**config.mk**
```make
export PLATFORM = sky130hd
export DESIGN_NAME = regfile_scoreboard
export DESIGN_NICKNAME = d
export VERILOG_FILES = /design/src/rtl/regfile_scoreboard.sv
export SDC_FILE = /design/constraint.sdc
export NUM_CORES = 1
export LEC_CHECK = 0
export ABC_CLOCK_PERIOD_IN_PS = 4300
export CORE_ASPECT_RATIO = 2
export CORE_MARGIN = 8
export CORE_UTILIZATION = 45
export CTS_CLUSTER_SIZE = 8
export DETAILED_ROUTE_END_ITERATION = 8
export PLACE_DENSITY_LB_ADDON = 0.1
export SYNTH_ARGS = -nofsm -noshare
export SYNTH_HDL_FRONTEND = slang
export SYNTH_SLANG_ARGS = --single-unit
```
**constraint.sdc**
```tcl
create_clock -name clk -period 4.3 [get_ports clk]
set_input_delay 0.43 -clock clk [delete_from_list [all_inputs] [get_ports clk]]
set_output_delay 0.43 -clock clk [all_outputs]
set_load 0.1 [all_outputs]
```
**src/rtl/regfile_scoreboard.sv**
```systemverilog
`default_nettype none
// +--------------------------------------------------------------------------+
// | regfile_scoreboard : multi-read register file with per-register busy     |
// |   scoreboard, flush and outstanding-reservation count.                   |
// |   Optional: REGFILE_BYPASS_EN enables write-to-read forwarding.          |
// | Revision: 1.0                                                            |
// +--------------------------------------------------------------------------+
module regfile_scoreboard #(
  parameter int DATA_W   = 16,
  parameter int NUM_REGS = 8,
  parameter int ADDR_W   = $clog2(NUM_REGS),
  parameter int ZERO_REG = 0
) (
  input  logic              clk,
  input  logic              rst,
  input  logic [ADDR_W-1:0] rd_addr1,
  input  logic [ADDR_W-1:0] rd_addr2,
  output logic [DATA_W-1:0] rd_data1,
  output logic [DATA_W-1:0] rd_data2,
  output logic              rd_busy1,
  output logic              rd_busy2,
  input  logic              resv_en,
  input  logic [ADDR_W-1:0] resv_addr,
  output logic              resv_ok,
  input  logic              wr_en,
  input  logic [ADDR_W-1:0] wr_addr,
  input  logic [DATA_W-1:0] wr_data,
  input  logic              flush,
  output logic [ADDR_W:0]   pending_cnt
);

  localparam bit c_ZERO_EN = (ZERO_REG != 0);

  logic [DATA_W-1:0]   r_regs [NUM_REGS];
  logic [NUM_REGS-1:0] r_busy;
  logic [ADDR_W:0]     r_pending_cnt;

  logic                w_wr_eff;
  logic [NUM_REGS-1:0] w_wr_mask;
  logic [NUM_REGS-1:0] w_busy_eff;
  logic [NUM_REGS-1:0] w_resv_mask;
  logic [NUM_REGS-1:0] w_busy_next;
  logic [ADDR_W:0]     w_popcnt;

  // Writes to the hard-wired zero register are dropped before they touch any state.
  assign w_wr_eff  = wr_en & ~(c_ZERO_EN && (wr_addr == '0));
  assign w_wr_mask = w_wr_eff ? (NUM_REGS'(1) << wr_addr) : '0;

`ifdef REGFILE_BYPASS_EN
  assign w_busy_eff = r_busy & ~w_wr_mask;
`else
  assign w_busy_eff = r_busy;
`endif

  assign resv_ok = resv_en & ~w_busy_eff[resv_addr] & ~flush
                   & ~(c_ZERO_EN && (resv_addr == '0));
  assign w_resv_mask = resv_ok ? (NUM_REGS'(1) << resv_addr) : '0;

  // A same-cycle reservation is OR-ed in after the release, so it wins.
  assign w_busy_next = flush ? '0 : ((r_busy & ~w_wr_mask) | w_resv_mask);

  always_comb begin
    w_popcnt = '0;
    for (int i = 0; i < NUM_REGS; i++) begin
      w_popcnt = w_popcnt + (ADDR_W+1)'(w_busy_next[i]);
    end
  end

  // Returns {busy, data} as seen by a read port.
  function automatic logic [DATA_W:0] f_read(input logic [ADDR_W-1:0] a);
    logic [DATA_W:0] v;
    v = {r_busy[a], r_regs[a]};
`ifdef REGFILE_BYPASS_EN
    if (w_wr_eff && (wr_addr == a)) begin
      v = {1'b0, wr_data};
    end
`endif
    if (c_ZERO_EN && (a == '0)) begin
      v = '0;
    end
    return v;
  endfunction

  always_comb {rd_busy1, rd_data1} = f_read(rd_addr1);
  always_comb {rd_busy2, rd_data2} = f_read(rd_addr2);

  always_ff @(posedge clk or posedge rst) begin
    if (rst) begin
      for (int i = 0; i < NUM_REGS; i++) begin
        r_regs[i] <= '0;
      end
      r_busy        <= '0;
      r_pending_cnt <= '0;
    end else begin
      if (w_wr_eff) begin
        r_regs[wr_addr] <= wr_data;
      end
      r_busy        <= w_busy_next;
      r_pending_cnt <= w_popcnt;
    end
  end

  assign pending_cnt = r_pending_cnt;

endmodule
`default_nettype wire

```
==> metrics.csv, run 1 <==
metric,value,unit
antenna_found_initial,0,
fin_tns_setup,0,ps
syn_area,7800,µm²
grt_pass1_vias,5025,
rsz0062_at_grt,false,
ys.flop_type,dfrtp_1,
final_core_util,53.6,%
clk_pin_slew,60,ps
ant_nets,0,
cts_hold_buf,0,
ys_seq_area_share,44.9,%
grtUsageTotal,17.4,%
relSlewSlack,34.5,%
skew,6.94,ps
grt-ovfl-total,0,
grt_pass1_wl,28900,µm
period_needed,3720,ps
setup_slack,578,ps
place_ws,128,ps
cts_root_buf,clkbuf_16,
min_path_type,reg -> reg,
crit_arrival,4020,ps
finalPower,4.94,mW
fmax,269,MHz
power_leakage,3.85,nW
power_density,539,nW/µm²
postCtsSetupBuffers,0,
synth_top_cell_by_area,dfrtp_1,
tritoncts,done,
critPathMaxFanout,4,
syn_inst,466,
gp_congestion,0.774,
outcome,"complete, no violations",
htreeDepth,4,
clkLatencyLatePin,410,ps
drv_slew,0,
worstSetupStartpointType,primary input,
synth_fp_nets,506,
finalWirelength,17500,µm
setup_viol,0,
grt_max_degree,99,
port_buffers,71,
area_delta_synth_final,17.4,%
crit_type,in -> reg,
end_kind,flop,
vias_per_cell,5.77,
first_pass_iters,4,
synth_async_sr_flop_share,100,%
die_h,202,µm
synth_seq_cells,140,
core_area,17100,µm²
clock_sinks,140,
dpl.hpwl,11100,µm
die_w,109,µm
fin_crit_sh,86.6,%
synth_edf_count,0,
yosysWarnings,0,
worst_pin_slew,982,ps
synth_area_leaders,"dfrtp_1, mux2_2, mux4_2, mux2_4, buf_6",
yosys.cell_types.count,38,
final_cell_mix,"mux2_2, dfrtp_1, mux4_2, buf_4, clkdlybuf4s50_1",
wl_per_cell,22.9,µm
pin_count,72,
cp.required,4600,ps
hold_viol_final,0,
ctsResizeCount,0,
synth.top_cell.area_share,44.9,%
drt_iter0_drc,174,
avgSynthCellArea,16.7,µm²
drv_cap,0,
dieArea,22100,µm²
cts_buffers,17,
drive_gt1_share,59.3,%
vias,4415,
start_util,45.6,%
peakVddDrop,0.000282,V
nets,582,
drc,0,
cts_buffer_depth,2,
insertedDiodeCount,0,
rows,68,
mostFrequentLayoutCell,mux2_2,
[synth_stat cells, drive strengths merged (3+ instances only)]
cell and number:
clkbuf 3, ha 3, nand2b 8, mux4 69
inv 5, mux2 162, nand2 4, o32ai 4
fa 4, dfrtp 140, buf 33, o32a 3
mux2i 4
[worst paths after layout]
kind,start,to,slack (ps),depth (start not counted)
max reg2reg,r_busy[0]$_DFF_PP0_,pending_cnt[2]$_DFF_PP0_,850,10
min reg2reg,r_regs[91]$_DFFE_PP0P_,r_regs[91]$_DFFE_PP0P_,520,1
max,wr_addr[2],pending_cnt[2]$_DFF_PP0_,580,12
max in group asynchronous,rst,r_regs[25]$_DFFE_PP0P_,2930,3
min,r_regs[91]$_DFFE_PP0P_,r_regs[91]$_DFFE_PP0P_,520,1
min in group asynchronous,rst,r_regs[112]$_DFFE_PP0P_,570,2
[through the flow]
stage / hold WS (ps) / instance area (µm²) / cells
finish: 518 / 9160 / 765
CTS: 517 / 9160 / 765
floorplan: 485 / 7800 / 466
global placement: 498 / 8590 / 733
global route: 542 / 9160 / 765
detailed placement: 504 / 8590 / 733
[final cells by class]
cell class                      instances  area, µm²
Fill cell                            1415       7940
Clock buffer                           19        433
Sequential cell                       140       3500
Multi-Input combinational cell        285       4000
Clock inverter                         13        143
Tap cell                              210        263
Timing Repair Buffer                   93        793
Inverter                                5       23.8
[per-layer routing]
layer  up-vias  wire [µm]  global-route usage, %
li1       1987          -                      -
met1      2342       7670                   22.3
met2        71       9060                   28.2
met3        15        528                   3.38
met4         0        251                   6.15
met5         -          0                      0
[sequential cells by signal (all words and copies together), names as in the netlist]
name	flops
r_regs	128
pending_cnt	4
r_busy	8
[kinds of logic (layout without fill, tap and decap cells)]
group	after synthesis	in the layout	share of synthesized area (%)
mux	235	235	44.9
flops	140	140	44.9
buf+inv	41	130	4.07
simple gates	29	29	3.08
compound gates	13	13	1.43
fa+ha+maj	7	7	1.51
xor+xnor	1	1	0.112
[worst max-delay path: stages]
cell	delay, ps
clkdlybuf4s50_1	620
nor4b_4	90
or3b_2	450
o41ai_1	120
fa_1	510
inv_1	80
fa_1	430
fa_1	490
inv_1	40
ha_1	210
fa_1	430
xor2_1	150
[power breakdown]
part | switching, mW | internal [mW]
logic | 1.02 | 0.701
registers | 0.184 | 1.59
clock network | 0.578 | 0.858
total | 1.79 | 3.15
No activity file was read; power rests on OpenSTA's default activity.
==> run 2, diff against run 1 <==
--- a/config.mk
+++ b/config.mk
@@ -11,7 +11,8 @@
 export CORE_UTILIZATION = 45
 export CTS_CLUSTER_SIZE = 8
 export DETAILED_ROUTE_END_ITERATION = 8
-export PLACE_DENSITY_LB_ADDON = 0.1
+export GPL_TIMING_DRIVEN = 1
+export PLACE_DENSITY = 0.67
 export SYNTH_ARGS = -nofsm -noshare
 export SYNTH_HDL_FRONTEND = slang
 export SYNTH_SLANG_ARGS = --single-unit
==> run 2 against run 1 <==
Utilization down 0.066 points; via count up 2.3%; cell count up 0.13%; die area unchanged; sequential share of layout area about the same; worst hold slack about the same; clock skew about the same; largest power group unchanged; count of clock-buffer cells in the layout down 1; global-route usage down 0.29 points; setup slack worse by 40 ps; critical path depth unchanged.
==> metrics.csv, run 2 (same netlist as run 1, synthesis figures left out) <==
metric,value,unit,change
outcome,"complete, no violations",,unchanged
grtUsageTotal,17.1,%,was 17.4%
clk_pin_slew,60,ps,about the same
whs_path_depth,1,,unchanged
dpl.hpwl,11500,µm,was 11100 µm
port_buffers,71,,unchanged
die_h,202,µm,unchanged
power_leakage,3.86,nW,was 3.85 nW
pin_count,72,,unchanged
cts_buffer_depth,2,,unchanged
die_w,109,µm,unchanged
drive_gt1_share,59.5,%,was 59.3%
worst_pin_slew,969,ps,was 982 ps
cts_root_buf,clkbuf_16,,unchanged
min_path_type,reg -> reg,,unchanged
drv_cap,0,,unchanged
crit_path_cell_trace,clkdlybuf4s50_1 -> nor2b_1 -> nand2_1 -> o41ai_1 -> fa_1 -> inv_1 -> fa_1 -> fa_1 -> inv_1 -> ha_1 -> fa_1 -> xor2_1,,was clkdlybuf4s50_1 -> nor4b_4 -> or3b_2 -> o41ai_1 -> fa_1 -> inv_1 -> fa_1 -> fa_1 -> inv_1 -> ha_1 -> fa_1 -> xor2_1
crit_buf_inv,3,,unchanged
peakVddDrop,0.000311,V,was 0.000282 V
path_common_cell,fa_1,,unchanged
fillers,1419,,was 1415
placed_area,8580,µm²,was 8590 µm²
largest-register,r_regs,,unchanged
cts_buffers,17,,unchanged
fin_area,9150,µm²,was 9160 µm²
wl_per_cell,22.9,µm,about the same
rsz0062_at_grt,false,,unchanged
end_kind,flop,,unchanged
largest_reg_flops,128,,unchanged
ctsResizeCount,0,,unchanged
cp_slowest_cell,o41ai_1,,was clkdlybuf4s50_1
reg2reg_depth,10,,unchanged
core_area,17100,µm²,unchanged
grt-ovfl-total,0,,unchanged
dieArea,22100,µm²,unchanged
grt_max_degree,100,,was 99
path_depth,12,,unchanged
relSlewSlack,35.2,%,was 34.5%
nets,583,,was 582
critPathMaxStageDelay,490,ps,was 620 ps
setup_slack,538,ps,was 578 ps
drt_iter0_drc,145,,was 174
clkLatencyLatePin,420,ps,was 410 ps
place_ws,62.9,ps,was 128 ps
tritoncts,done,,unchanged
crit_arrival,4070,ps,was 4020 ps
fmax,266,MHz,was 269 MHz
worstSetupStartpointType,primary input,,unchanged
hold_viol_final,0,,unchanged
mostFrequentLayoutCell,mux2_2,,unchanged
vias_per_cell,5.90,,was 5.77
gp_congestion,0.828,,was 0.774
htreeDepth,4,,unchanged
skew,7.42,ps,was 6.94 ps
crit_type,in -> reg,,unchanged
drc,0,,unchanged
rows,68,,unchanged
crit_family,adder cells,,unchanged
start_util,45.6,%,unchanged
postCtsSetupBuffers,0,,unchanged
area_delta_synth_final,17.3,%,was 17.4%
grt_pass1_vias,4992,,was 5025
fin_tns_setup,0,ps,unchanged
final_core_util,53.5,%,was 53.6%
fin_crit_sh,87.5,%,was 86.6%
hold_slack,518,ps,about the same
multi_input_area,4000,µm²,unchanged
period_needed,3760,ps,was 3720 ps
finalWirelength,17600,µm,was 17500 µm
ant_nets,0,,unchanged
cts_hold_buf,0,,unchanged
antenna_found_initial,0,,unchanged
setup_viol,0,,unchanged
first_pass_iters,4,,unchanged
cp.required,4610,ps,was 4600 ps
vias,4516,,was 4415
insertedDiodeCount,0,,unchanged
clock_sinks,140,,unchanged
power_density,536,nW/µm²,was 539 nW/µm²
critPathMaxFanout,6,,was 4
grt_pass1_wl,28400,µm,was 28900 µm
final_cell_mix,"mux2_2, dfrtp_1, mux4_2, buf_4, clkdlybuf4s50_1",,unchanged
seqCellArea,3500,µm²,unchanged
drv_slew,0,,unchanged
[run 2: worst reg2reg max path: stages (launching register included)]
cell and delay [ps]:
dfrtp_1 430, or3b_2 470, o41ai_1 110, fa_1 500, inv_1 80, fa_1 430, fa_1 490, inv_1 40
ha_1 210, fa_1 430, xor2_1 150
[run 2: metrics by stage]
stage	total power, mW	std cells
after floorplan	3.18	466
after global placement	3.50	734
after detailed placement	3.54	734
after CTS	4.96	766
after global routing	5.12	766
final	4.91	766
[run 2: routing by layer]
layer | global-route usage (%) | wire (µm) | up-vias
met5 | 0 | 0 | -
met4 | 4.78 | 161 | 0
met3 | 3.76 | 691 | 12
met2 | 28.7 | 9500 | 82
met1 | 21.3 | 7210 | 2434
li1 | - | - | 1988
[run 2: cell type report]
| class | count | share of cell area [%] |
|---|---|---|
| multi-input cells | 285 | 43.7 |
| flip-flops and latches | 140 | 38.3 |
| repair buffers | 94 | 8.61 |
| clock buffers | 18 | 4.69 |
| well taps | 210 | 2.87 |
| clock inverters | 14 | 1.53 |
| inverters | 5 | 0.260 |
[run 2: final timing paths]
| path | start | end | slack, ps |
|---|---|---|---|
| hold / removal | r_regs[100]$_DFFE_PP0P_ | r_regs[100]$_DFFE_PP0P_ | 520 |
| max in group asynchronous | rst | r_regs[105]$_DFFE_PP0P_ | 2990 |
| hold reg to reg | r_regs[100]$_DFFE_PP0P_ | r_regs[100]$_DFFE_PP0P_ | 520 |
| min in group asynchronous | rst | r_regs[113]$_DFFE_PP0P_ | 580 |
| setup / recovery | resv_en | pending_cnt[2]$_DFF_PP0_ | 540 |
| setup reg to reg | r_busy[0]$_DFF_PP0_ | pending_cnt[2]$_DFF_PP0_ | 860 |
[run 2: power breakdown]
group / leakage [nW] / internal [mW] / switching, mW
Sequential: 1.70 / 1.59 / 0.191
Clock: 0.273 / 0.808 / 0.589
Combinational: 1.88 / 0.700 / 1.03
Total: 3.86 / 3.10 / 1.81
==> run 3, diff against run 2 <==
--- a/config.mk
+++ b/config.mk
@@ -13,6 +13,7 @@
 export DETAILED_ROUTE_END_ITERATION = 8
 export GPL_TIMING_DRIVEN = 1
 export PLACE_DENSITY = 0.67
+export SLEW_MARGIN = 20
 export SYNTH_ARGS = -nofsm -noshare
 export SYNTH_HDL_FRONTEND = slang
 export SYNTH_SLANG_ARGS = --single-unit
==> results of run 3 <==
The final DEF is identical to that of run 2; final timing and power are the same.
